File: src/rtl/uart_tx_sched.sv
// Two-requester word scheduler feeding a byte-wide UART core.
// Words of 1..4 bytes are granted round-robin and sent one byte per ARM/ACK/DRAIN pass.
module uart_tx_sched #(
  parameter bit MSB_FIRST = 1'b1,
  parameter int CNT_W     = 16
) (
  input  logic             clk,
  input  logic             reset,
  input  logic             req0_valid,
  input  logic [31:0]      req0_word,
  input  logic [1:0]       req0_len,
  output logic             req0_ready,
  input  logic             req1_valid,
  input  logic [31:0]      req1_word,
  input  logic [1:0]       req1_len,
  output logic             req1_ready,
  output logic             tx_ena,
  output logic [7:0]       tx_data,
  input  logic             tx_busy,
  output logic             sched_busy,
  output logic             grant_id,
  output logic [CNT_W-1:0] words_sent
);

  typedef enum logic [1:0] {IDLE, ARM, ACK, DRAIN} state_e;

  state_e             state_q, state_d;
  logic [31:0]        word_q, word_d;
  logic [1:0]         len_q, len_d;
  logic [1:0]         idx_q, idx_d;
  logic               grant_q, grant_d;
  logic               last_q, last_d;
  logic [CNT_W-1:0]   sent_q, sent_d;
  logic [7:0]         data_q, data_d;
  logic               win0, win1;
  logic [31:0]        sel_word;

  function automatic logic [7:0] pick_byte(input logic [31:0] w, input logic [1:0] i);
    logic [1:0] lane;
    lane = MSB_FIRST ? (2'd3 - i) : i;
    case (lane)
      2'd0:    pick_byte = w[7:0];
      2'd1:    pick_byte = w[15:8];
      2'd2:    pick_byte = w[23:16];
      default: pick_byte = w[31:24];
    endcase
  endfunction

  // A requester wins if the other is idle or the other was served last.
  assign win0 = req0_valid & (~req1_valid | last_q);
  assign win1 = req1_valid & (~req0_valid | ~last_q);

  // NOTE: every output of this block gets a default first so no path leaves it unassigned, which would infer a latch.
  always_comb begin
    state_d    = state_q;
    word_d     = word_q;
    len_d      = len_q;
    idx_d      = idx_q;
    grant_d    = grant_q;
    last_d     = last_q;
    sent_d     = sent_q;
    data_d     = data_q;
    sel_word   = win1 ? req1_word : req0_word;
    req0_ready = 1'b0;
    req1_ready = 1'b0;
    tx_ena     = 1'b0;

    case (state_q)
      IDLE: begin
        req0_ready = win0;
        req1_ready = win1;
        if (win0 | win1) begin
          word_d  = sel_word;
          len_d   = win1 ? req1_len : req0_len;
          grant_d = win1;
          last_d  = win1;
          idx_d   = 2'd0;
          data_d  = pick_byte(sel_word, 2'd0);
          state_d = ARM;
        end
      end
      ARM: begin
        if (!tx_busy) begin
          tx_ena  = 1'b1;
          state_d = ACK;
        end
      end
      ACK: begin
        if (tx_busy) state_d = DRAIN;
      end
      DRAIN: begin
        if (!tx_busy) begin
          if (idx_q == len_q) begin
            sent_d  = sent_q + CNT_W'(1);
            state_d = IDLE;
          end else begin
            idx_d   = idx_q + 2'd1;
            data_d  = pick_byte(word_q, idx_q + 2'd1);
            state_d = ARM;
          end
        end
      end
      default: state_d = IDLE;
    endcase

    // Reset discards the word at once: no handshake and no strobe in the reset cycle.
    if (reset) begin
      req0_ready = 1'b0;
      req1_ready = 1'b0;
      tx_ena     = 1'b0;
    end
  end

  // NOTE: sequential state uses non-blocking assignments so all registers update together on the edge.
  always_ff @(posedge clk) begin
    if (reset) begin
      state_q <= IDLE;
      idx_q   <= 2'd0;
      grant_q <= 1'b0;
      last_q  <= 1'b1;
      sent_q  <= '0;
      data_q  <= 8'h00;
    end else begin
      state_q <= state_d;
      idx_q   <= idx_d;
      grant_q <= grant_d;
      last_q  <= last_d;
      sent_q  <= sent_d;
      data_q  <= data_d;
    end
  end

  // NOTE: the latched word and length are pure datapath, only read after a fresh load, so they carry no reset.
  always_ff @(posedge clk) begin
    word_q <= word_d;
    len_q  <= len_d;
  end

  assign tx_data    = data_q;
  assign sched_busy = (state_q != IDLE);
  assign grant_id   = grant_q;
  assign words_sent = sent_q;

endmodule

File: config.mk
export PLATFORM = sky130hd
export DESIGN_NAME = uart_tx_sched
export DESIGN_NICKNAME = d
export VERILOG_FILES = /design/src/rtl/uart_tx_sched.sv
export SDC_FILE = /design/constraint.sdc
export NUM_CORES = 1
export LEC_CHECK = 0
export BUFFER_PORTS_ARGS = -buffer_cell sky130_fd_sc_hd__buf_2
export CAP_MARGIN = 20
export CORE_MARGIN = 4
export CORE_UTILIZATION = 40
export DETAILED_ROUTE_END_ITERATION = 6
export PLACE_DENSITY_LB_ADDON = 0.08
export SLEW_MARGIN = 10
export SYNTH_ARGS = -nofsm -noshare
export SYNTH_HDL_FRONTEND = slang
export SYNTH_SLANG_ARGS = --single-unit
File: constraint.sdc
create_clock -name clk -period 3.6 [get_ports clk]
set_input_delay 0.18 -clock clk [delete_from_list [all_inputs] [get_ports clk]]
set_output_delay 0.18 -clock clk [all_outputs]
set_load 0.05 [all_outputs]
==> load_flow_metrics.sql, run 1 <==
INSERT INTO impl_metrics (metric_group, metric, value, unit) VALUES
('status', 'run_status', 'finished clean', ''),
('min_path', 'hold_depth', '2', ''),
('critical_path', 'cp.arrival', '2.52', 'ns'),
('floorplanning', 'floorplan.die.width', '97.64', 'um'),
('sta', 'fmax', '436.0', 'MHz'),
('min_path', 'hold_path_startpoint', 'req0_word[12]', ''),
('clock_tree', 'tritoncts_clock_tree', 'built', ''),
('synthesis', 'post_synthesis_net_count', '362', ''),
('clock_tree', 'postCtsSetupRepairBufs', '0', ''),
('synthesis', 'ys_warn_count', '0', ''),
('power_and_ir_drop', 'sequential_power_share', '41.7', '%'),
('floorplanning', 'floorplan.die_area', '9534', 'um2'),
('synthesis', 'synth_flop_cell', 'sky130_fd_sc_hd__edfxtp_1', ''),
('power_and_ir_drop', 'power-per-cell-area', '658.4', 'nW/um2'),
('sta', 'final-max-slew-violation-count', '0', ''),
('synthesis', 'synth.distinct_cells', '47', ''),
('clock_tree', 'htreeDepth', '3', ''),
('sta', 'slew_headroom', '38.07', '%'),
('final_layout', 'flow.area_growth_from_synthesis', '25.30', '%'),
('min_path', 'min_delay_worst_endpoint', 'word_q[12]$_DFFE_PP_', ''),
('critical_path', 'critical_path_buf_inv_count', '0', ''),
('floorplanning', 'start_util', '41.38', '%'),
('critical_path', 'crit_family', 'simple AND/OR/NAND/NOR gates', ''),
('critical_path', 'worstSetupPathType', 'flip-flop to flip-flop', ''),
('final_layout', 'final_common_cell', 'sky130_fd_sc_hd__buf_2', ''),
('synthesis', 'synth_area_leader_cell', 'sky130_fd_sc_hd__edfxtp_1', ''),
('synthesis', 'ys_seq_elements', '64', ''),
('final_layout', 'layout-drive-gt1-share', '41.78', '%'),
('critical_path', 'r2r-start', 'state_q[0]$_SDFFE_PP0P_', ''),
('drt', 'count_of_tritonroute_iterations_in_the_first_routing_pass', '4', ''),
('power_and_ir_drop', 'leakagePower', '1.684', 'nW'),
('power_and_ir_drop', 'max-vdd-ir-drop', '0.2492', 'mV'),
('global_route', 'grt_pass1_vias', '2382', ''),
('drt', 'm1WireLength', '3646', 'um'),
('clock_tree', 'cts_hold_repair.buffers', '0', ''),
('critical_path', 'crit_slowest_cell', 'sky130_fd_sc_hd__or4_4', ''),
('synthesis', 'synth_largest_type_area_fraction', '31.76', '%'),
('critical_path', 'cp_cell_sequence', 'ha_1 -> nand2b_1 -> or4_4 -> nor4_1 -> mux2_2', ''),
('final_layout', 'insertedDiodeCount', '0', ''),
('min_path', 'min_path_type', 'input port to flip-flop', ''),
('critical_path', 'end_kind', 'flip-flop', ''),
('drt', 'wl_met3', '393', 'um'),
('drt', 'post_route_ant_nets', '0', ''),
('power_and_ir_drop', 'sw_frac_of_total', '34.03', '%'),
('clock_tree', 'cts_sinks', '64', ''),
('clock_tree', 'clock_tree.root_cell', 'sky130_fd_sc_hd__clkbuf_8', ''),
('drt', 'initialDrtViolationCount', '86', ''),
('critical_path', 'startpoint', 'state_q[0]$_SDFFE_PP0P_', ''),
('sta', 'hold_slack', '0.1470', 'ns'),
('critical_path', 'reg2reg_depth', '5', ''),
('power_and_ir_drop', 'total_net_switching_power', '0.9023', 'mW'),
('clock_tree', 'clock_latency', '0.34', 'ns'),
('synthesis', 'yosysSeqAreaShare', '50.45', '%'),
('synthesis', 'mapped_cells', '280', ''),
('job', 'max_cap_viol_count', '0', ''),
('synthesis', 'proportion_of_synthesized_flip_flops_having_asynchronous_set_or_reset', '0', '%'),
('global_route', 'maximum_number_of_pins_on_one_net_before_global_route_repair', '35', ''),
('synthesis', 'synth.avg_cell_area', '11.48', 'um2'),
('global_route', 'grt_pass1_wl', '11500', 'um'),
('clock_tree', 'tritoncts.num_buffers', '9', ''),
('placement', 'pre_cts_ws', '1.318', 'ns'),
('synthesis', 'yosys-top-cells-area', 'sky130_fd_sc_hd__edfxtp_1, sky130_fd_sc_hd__dfxtp_1, sky130_fd_sc_hd__mux2_2', ''),
('drt', 'dr_total_vias', '2495', ''),
('clock_tree', 'maximum_number_of_buffers_from_clock_root_to_sink', '2', ''),
('critical_path', 'worstPathMaxFanout', '12', ''),
('critical_path', 'ff2ff_setup_slack', '1.31', 'ns'),
('final_layout', 'final_net_count', '460', ''),
('synthesis', 'synthesis.area', '3214', 'um2'),
('sta', 'timing.clock.skew', '0.007639', 'ns'),
('critical_path', 'worstSetupStartpointType', 'flip-flop', ''),
('sta', 'setup_total_neg_slack', '0', 'ns');
-- registers in the layout (all words and copies together), names as in the netlist --
name	count
tx_data	8
idx_q	2
last_q	1
grant_id	1
state_q	2
word_q	32
len_q	2
words_sent	16
-- power by group through the flow --
stage | combinational, mW | clock (mW) | sequential (mW)
finish | 0.808 | 0.737 | 1.11
global route | 0.881 | 0.788 | 1.13
CTS | 0.813 | 0.751 | 1.11
detailed placement | 0.811 | 0 | 1.12
global placement | 0.809 | 0 | 1.11
floorplan | 0.461 | 0 | 1.25
-- kinds of logic after synthesis --
group                      count (synthesis)  synth area share [%]
and+or+nand+nor                           63                 10.74
DFF                                       64                 50.45
buffers and inverters                     31                 4.281
adders and majority gates                  9                 3.503
xor gates and xnor gates                   7                 2.141
muxes                                     39                 13.55
AOI/OAI and AO/OA                         67                 15.34
-- how the worst max path moves through the flow --
stage | endpoint | slack, ns
after floorplan | len_q[0]$_DFFE_PP_ | 0.72
after global placement | words_sent[15]$_SDFFE_PP0P_ | 1.37
after detailed placement | words_sent[15]$_SDFFE_PP0P_ | 1.32
after CTS | words_sent[15]$_SDFFE_PP0P_ | 1.30
after global routing | tx_data[3]$_SDFFE_PP0P_ | 1.14
final | words_sent[15]$_SDFFE_PP0P_ | 1.31
-- layout make-up --
cell class / instances / area (um2)
well taps: 102 / 127.6
clock buffers: 10 / 127.6
clock inverters: 6 / 107.6
repair buffers: 102 / 513.0
multi-input cells: 185 / 1470
fillers: 734 / 3740
inverters: 16 / 60.06
flip-flops and latches: 64 / 1622
-- metal layers --
layer	up-vias	GRT usage (%)
met5	-	0
met4	0	4.153
met3	5	5.025
met2	61	21.67
met1	1161	21.07
li1	1268	-
-- through the flow --
step | utilization (%) | area [um2] | power [mW] | cells
after global routing | 51.85 | 4028 | 2.795 | 485
after detailed placement | 48.82 | 3792 | 1.935 | 469
after floorplan | - | 3214 | 1.706 | 280
final | 51.85 | 4028 | 2.652 | 485
after CTS | 51.85 | 4028 | 2.672 | 485
after global placement | 48.82 | 3792 | 1.923 | 469
-- synth_stat cells, drive strengths merged, types with 2 or more instances --
cell    count
nand2      12
mux2       36
xor2        3
dfxtp      30
nor4        3
o2111a      2
nand3       6
clkbuf      9
a211oi      3
a221o       6
ha          9
xnor2       4
nor2       12
or3         6
or4         5
a221oi      6
o31ai       4
nor3        7
a21oi      16
a22oi       7
edfxtp     34
buf         6
mux2i       3
o211a       6
nand4       3
nor2b       2
o21ai      11
a222oi      2
inv        15
Note: power is estimated with default switching activity, not from simulation.
==> run 2, diff against run 1 <==
==> constraint.sdc (replaced) <==
create_clock -name clk -period 2.25 [get_ports clk]
set_input_delay 0.1125 -clock clk [delete_from_list [all_inputs] [get_ports clk]]
set_output_delay 0.1125 -clock clk [all_outputs]
set_load 0.05 [all_outputs]
==> run 2 against run 1 <==
Via count up 0.64%. Routed wire length rose by 1.7%. Non-clock buffer count grew 8. Worst setup slack worse by 1.1 ns. Sequential power up 59%. Core utilization grew 0.89 points. Global-route usage grew 0.82 points. Clock power up 49%. Die area is the same. Final area grew 1.7%. Clock skew is 0.0015 ns higher.
==> load_flow_metrics.sql, run 2 (synthesis gave the netlist of run 1 again) <==
INSERT INTO impl_metrics (metric_group, metric, value, unit) VALUES
('clock_tree', 'clock_latency', '0.34', 'ns'),
('power_and_ir_drop', 'total_net_switching_power', '1.485', 'mW'),
('sta', 'fmax', '496.0', 'MHz'),
('power_and_ir_drop', 'p_int', '2.762', 'mW'),
('final_layout', 'fin_cells', '493', ''),
('power_and_ir_drop', 'finalPower', '4.247', 'mW'),
('sta', 'slew_headroom', '60.08', '%'),
('clock_tree', 'clock_tree.root_cell', 'sky130_fd_sc_hd__clkbuf_8', ''),
('power_and_ir_drop', 'max-vdd-ir-drop', '0.3827', 'mV'),
('sta', 'min_period_over_period', '89.60', '%'),
('final_layout', 'layout-drive-gt1-share', '42.97', '%'),
('placement', 'place.detailed.instances', '477', ''),
('sta', 'setup_total_neg_slack', '0', 'ns'),
('status', 'run_status', 'finished clean', ''),
('sta', 'tightestPinTransition', '0.5968', 'ns'),
('placement', 'io_buffers', '101', ''),
('sta', 'final-hold-violation-count', '0', ''),
('clock_tree', 'htreeDepth', '3', ''),
('clock_tree', 'tritoncts.num_buffers', '9', ''),
('final_layout', 'flow.area_growth_from_synthesis', '27.44', '%'),
('placement', 'routabilityCongestion', '0.7838', ''),
('power_and_ir_drop', 'sw_frac_of_total', '34.97', '%'),
('final_layout', 'insertedDiodeCount', '0', ''),
('critical_path', 'worstSetupPathType', 'flip-flop to flip-flop', ''),
('clock_tree', 'cts.reportedPaths.clkPinSlew', '0.08', 'ns'),
('floorplanning', 'floorplan.die.width', '97.64', 'um'),
('critical_path', 'ff2ff_setup_slack', '0.23', 'ns'),
('critical_path', 'cp.arrival', '2.25', 'ns'),
('sta', 'hold_slack', '0.06759', 'ns'),
('placement', 'pre_cts_ws', '0.2488', 'ns'),
('global_route', 'grt.total_usage', '15.72', '%'),
('sta', 'grt_setup_unrepaired', 'false', ''),
('critical_path', 'end_kind', 'flip-flop', ''),
('drt', 'dr_total_vias', '2511', ''),
('final_layout', 'final_common_cell', 'sky130_fd_sc_hd__buf_2', ''),
('global_route', 'number_of_antenna_violations_at_the_first_check_in_global_routing', '0', ''),
('sta', 'setup_viol', '0', ''),
('clock_tree', 'postCtsSetupRepairBufs', '0', ''),
('drt', 'wl_per_cell', '14.84', 'um'),
('drt', 'detail_route.wirelength', '7317', 'um'),
('power_and_ir_drop', 'share_clk_of_total_power', '25.8', '%'),
('clock_tree', 'maximum_number_of_buffers_from_clock_root_to_sink', '2', ''),
('final_layout', 'final_net_count', '468', ''),
('power_and_ir_drop', 'power-per-cell-area', '1037', 'nW/um2'),
('placement', 'detailed_place_hpwl', '5378', 'um'),
('clock_tree', 'cts_sinks', '64', ''),
('global_route', 'maximum_number_of_pins_on_one_net_before_global_route_repair', '35', ''),
('drt', 'count_of_tritonroute_iterations_in_the_first_routing_pass', '5', ''),
('floorplanning', 'floorplan.die_area', '9534', 'um2'),
('floorplanning', 'die_height', '97.64', 'um'),
('sta', 'layout_min_cycle_time', '2.016', 'ns'),
('sta', 'post-route-worst-setup-slack', '0.2339', 'ns'),
('sta', 'timing.clock.skew', '0.009121', 'ns'),
('critical_path', 'critPathRequiredTime', '2.48', 'ns'),
('critical_path', 'worstPathMaxFanout', '12', ''),
('final_layout', 'top_register', 'word_q', ''),
('clock_tree', 'cts_hold_repair.buffers', '0', ''),
('power_and_ir_drop', 'power.share.combinational', '32.7', '%'),
('global_route', 'grt_overflow_total', '0', ''),
('drt', 'avgViaCountPerCell', '5.093', ''),
('final_layout', 'largest_register_ff_count', '32', ''),
('sta', 'final-max-slew-violation-count', '0', ''),
('clock_tree', 'cts_resized', '0', ''),
('drt', 'drt_drc_violations_left', '0', ''),
('power_and_ir_drop', 'leakagePower', '1.713', 'nW'),
('final_layout', 'layout.cells.most_common_list', 'sky130_fd_sc_hd__buf_2, sky130_fd_sc_hd__mux2_2, sky130_fd_sc_hd__edfxtp_1, sky130_fd_sc_hd__dfxtp_1, sky130_fd_sc_hd__a21oi_1', ''),
('critical_path', 'worstSetupStartpointType', 'flip-flop', ''),
('global_route', 'grt_pass1_wl', '12050', 'um'),
('min_path', 'min_path_type', 'input port to flip-flop', ''),
('floorplanning', 'start_util', '41.38', '%'),
('drt', 'initialDrtViolationCount', '94', ''),
('job', 'max_cap_viol_count', '0', ''),
('floorplanning', 'placement_rows', '32', ''),
('clock_tree', 'tritoncts_clock_tree', 'built', ''),
('floorplanning', 'core_area', '7767', 'um2'),
('drt', 'post_route_ant_nets', '0', ''),
('floorplanning', 'io_pins', '102', ''),
('power_and_ir_drop', 'sequential_power_share', '41.5', '%'),
('global_route', 'grt_pass1_vias', '2487', '');
run 2: power groups by stage:
stage | Clock, mW | Combinational, mW | Sequential [mW]
2_1_floorplan | 0 | 0.751 | 1.98
3_3_place_gp | 0 | 1.38 | 1.78
3_5_place_dp | 0 | 1.39 | 1.79
4_1_cts | 1.12 | 1.40 | 1.77
5_1_grt | 1.17 | 1.53 | 1.80
6_report | 1.10 | 1.39 | 1.76
run 2: routing by layer:
layer  global-route usage [%]  vias to the layer above  routed length [um]
met5                        0                        -                   0
met1                    22.14                     1144                3598
li1                         -                     1282                   -
met3                    3.877                        9                 447
met2                    22.72                       76                3165
met4                    7.029                        0                 106
run 2: worst paths after layout:
kind,startpoint,depth (start not counted),to
max reg2reg,state_q[0]$_SDFFE_PP0P_,5,words_sent[15]$_SDFFE_PP0P_
min,req1_word[5],2,word_q[5]$_DFFE_PP_
max,state_q[0]$_SDFFE_PP0P_,5,words_sent[15]$_SDFFE_PP0P_
min reg2reg,grant_id$_SDFFE_PP0P_,2,grant_id$_SDFFE_PP0P_
run 2: cell type report:
type	count	area [um2]
clock buffer	9	123.9
clock inverter	7	95.09
fill	721	3671
inverter	16	60.06
multi-input combinational	185	1470
sequential	64	1622
tap	102	127.6
timing repair buffer	110	598.1
run 2: per-stage QoR:
step	instance area, um2	utilization [%]
2_1_floorplan	3222	-
3_3_place_gp	3877	49.92
5_1_grt	4096	52.74
4_1_cts	4096	52.74
6_report	4096	52.74
3_5_place_dp	3877	49.92
run 2: worst max-delay path: stages, from the launching register on:
cell and delay (ns):
sky130_fd_sc_hd__dfxtp_1 0.41, sky130_fd_sc_hd__ha_1 0.21, sky130_fd_sc_hd__nand2b_1 0.13, sky130_fd_sc_hd__or4_4 0.58, sky130_fd_sc_hd__nor4_1 0.22, sky130_fd_sc_hd__mux2_2 0.36
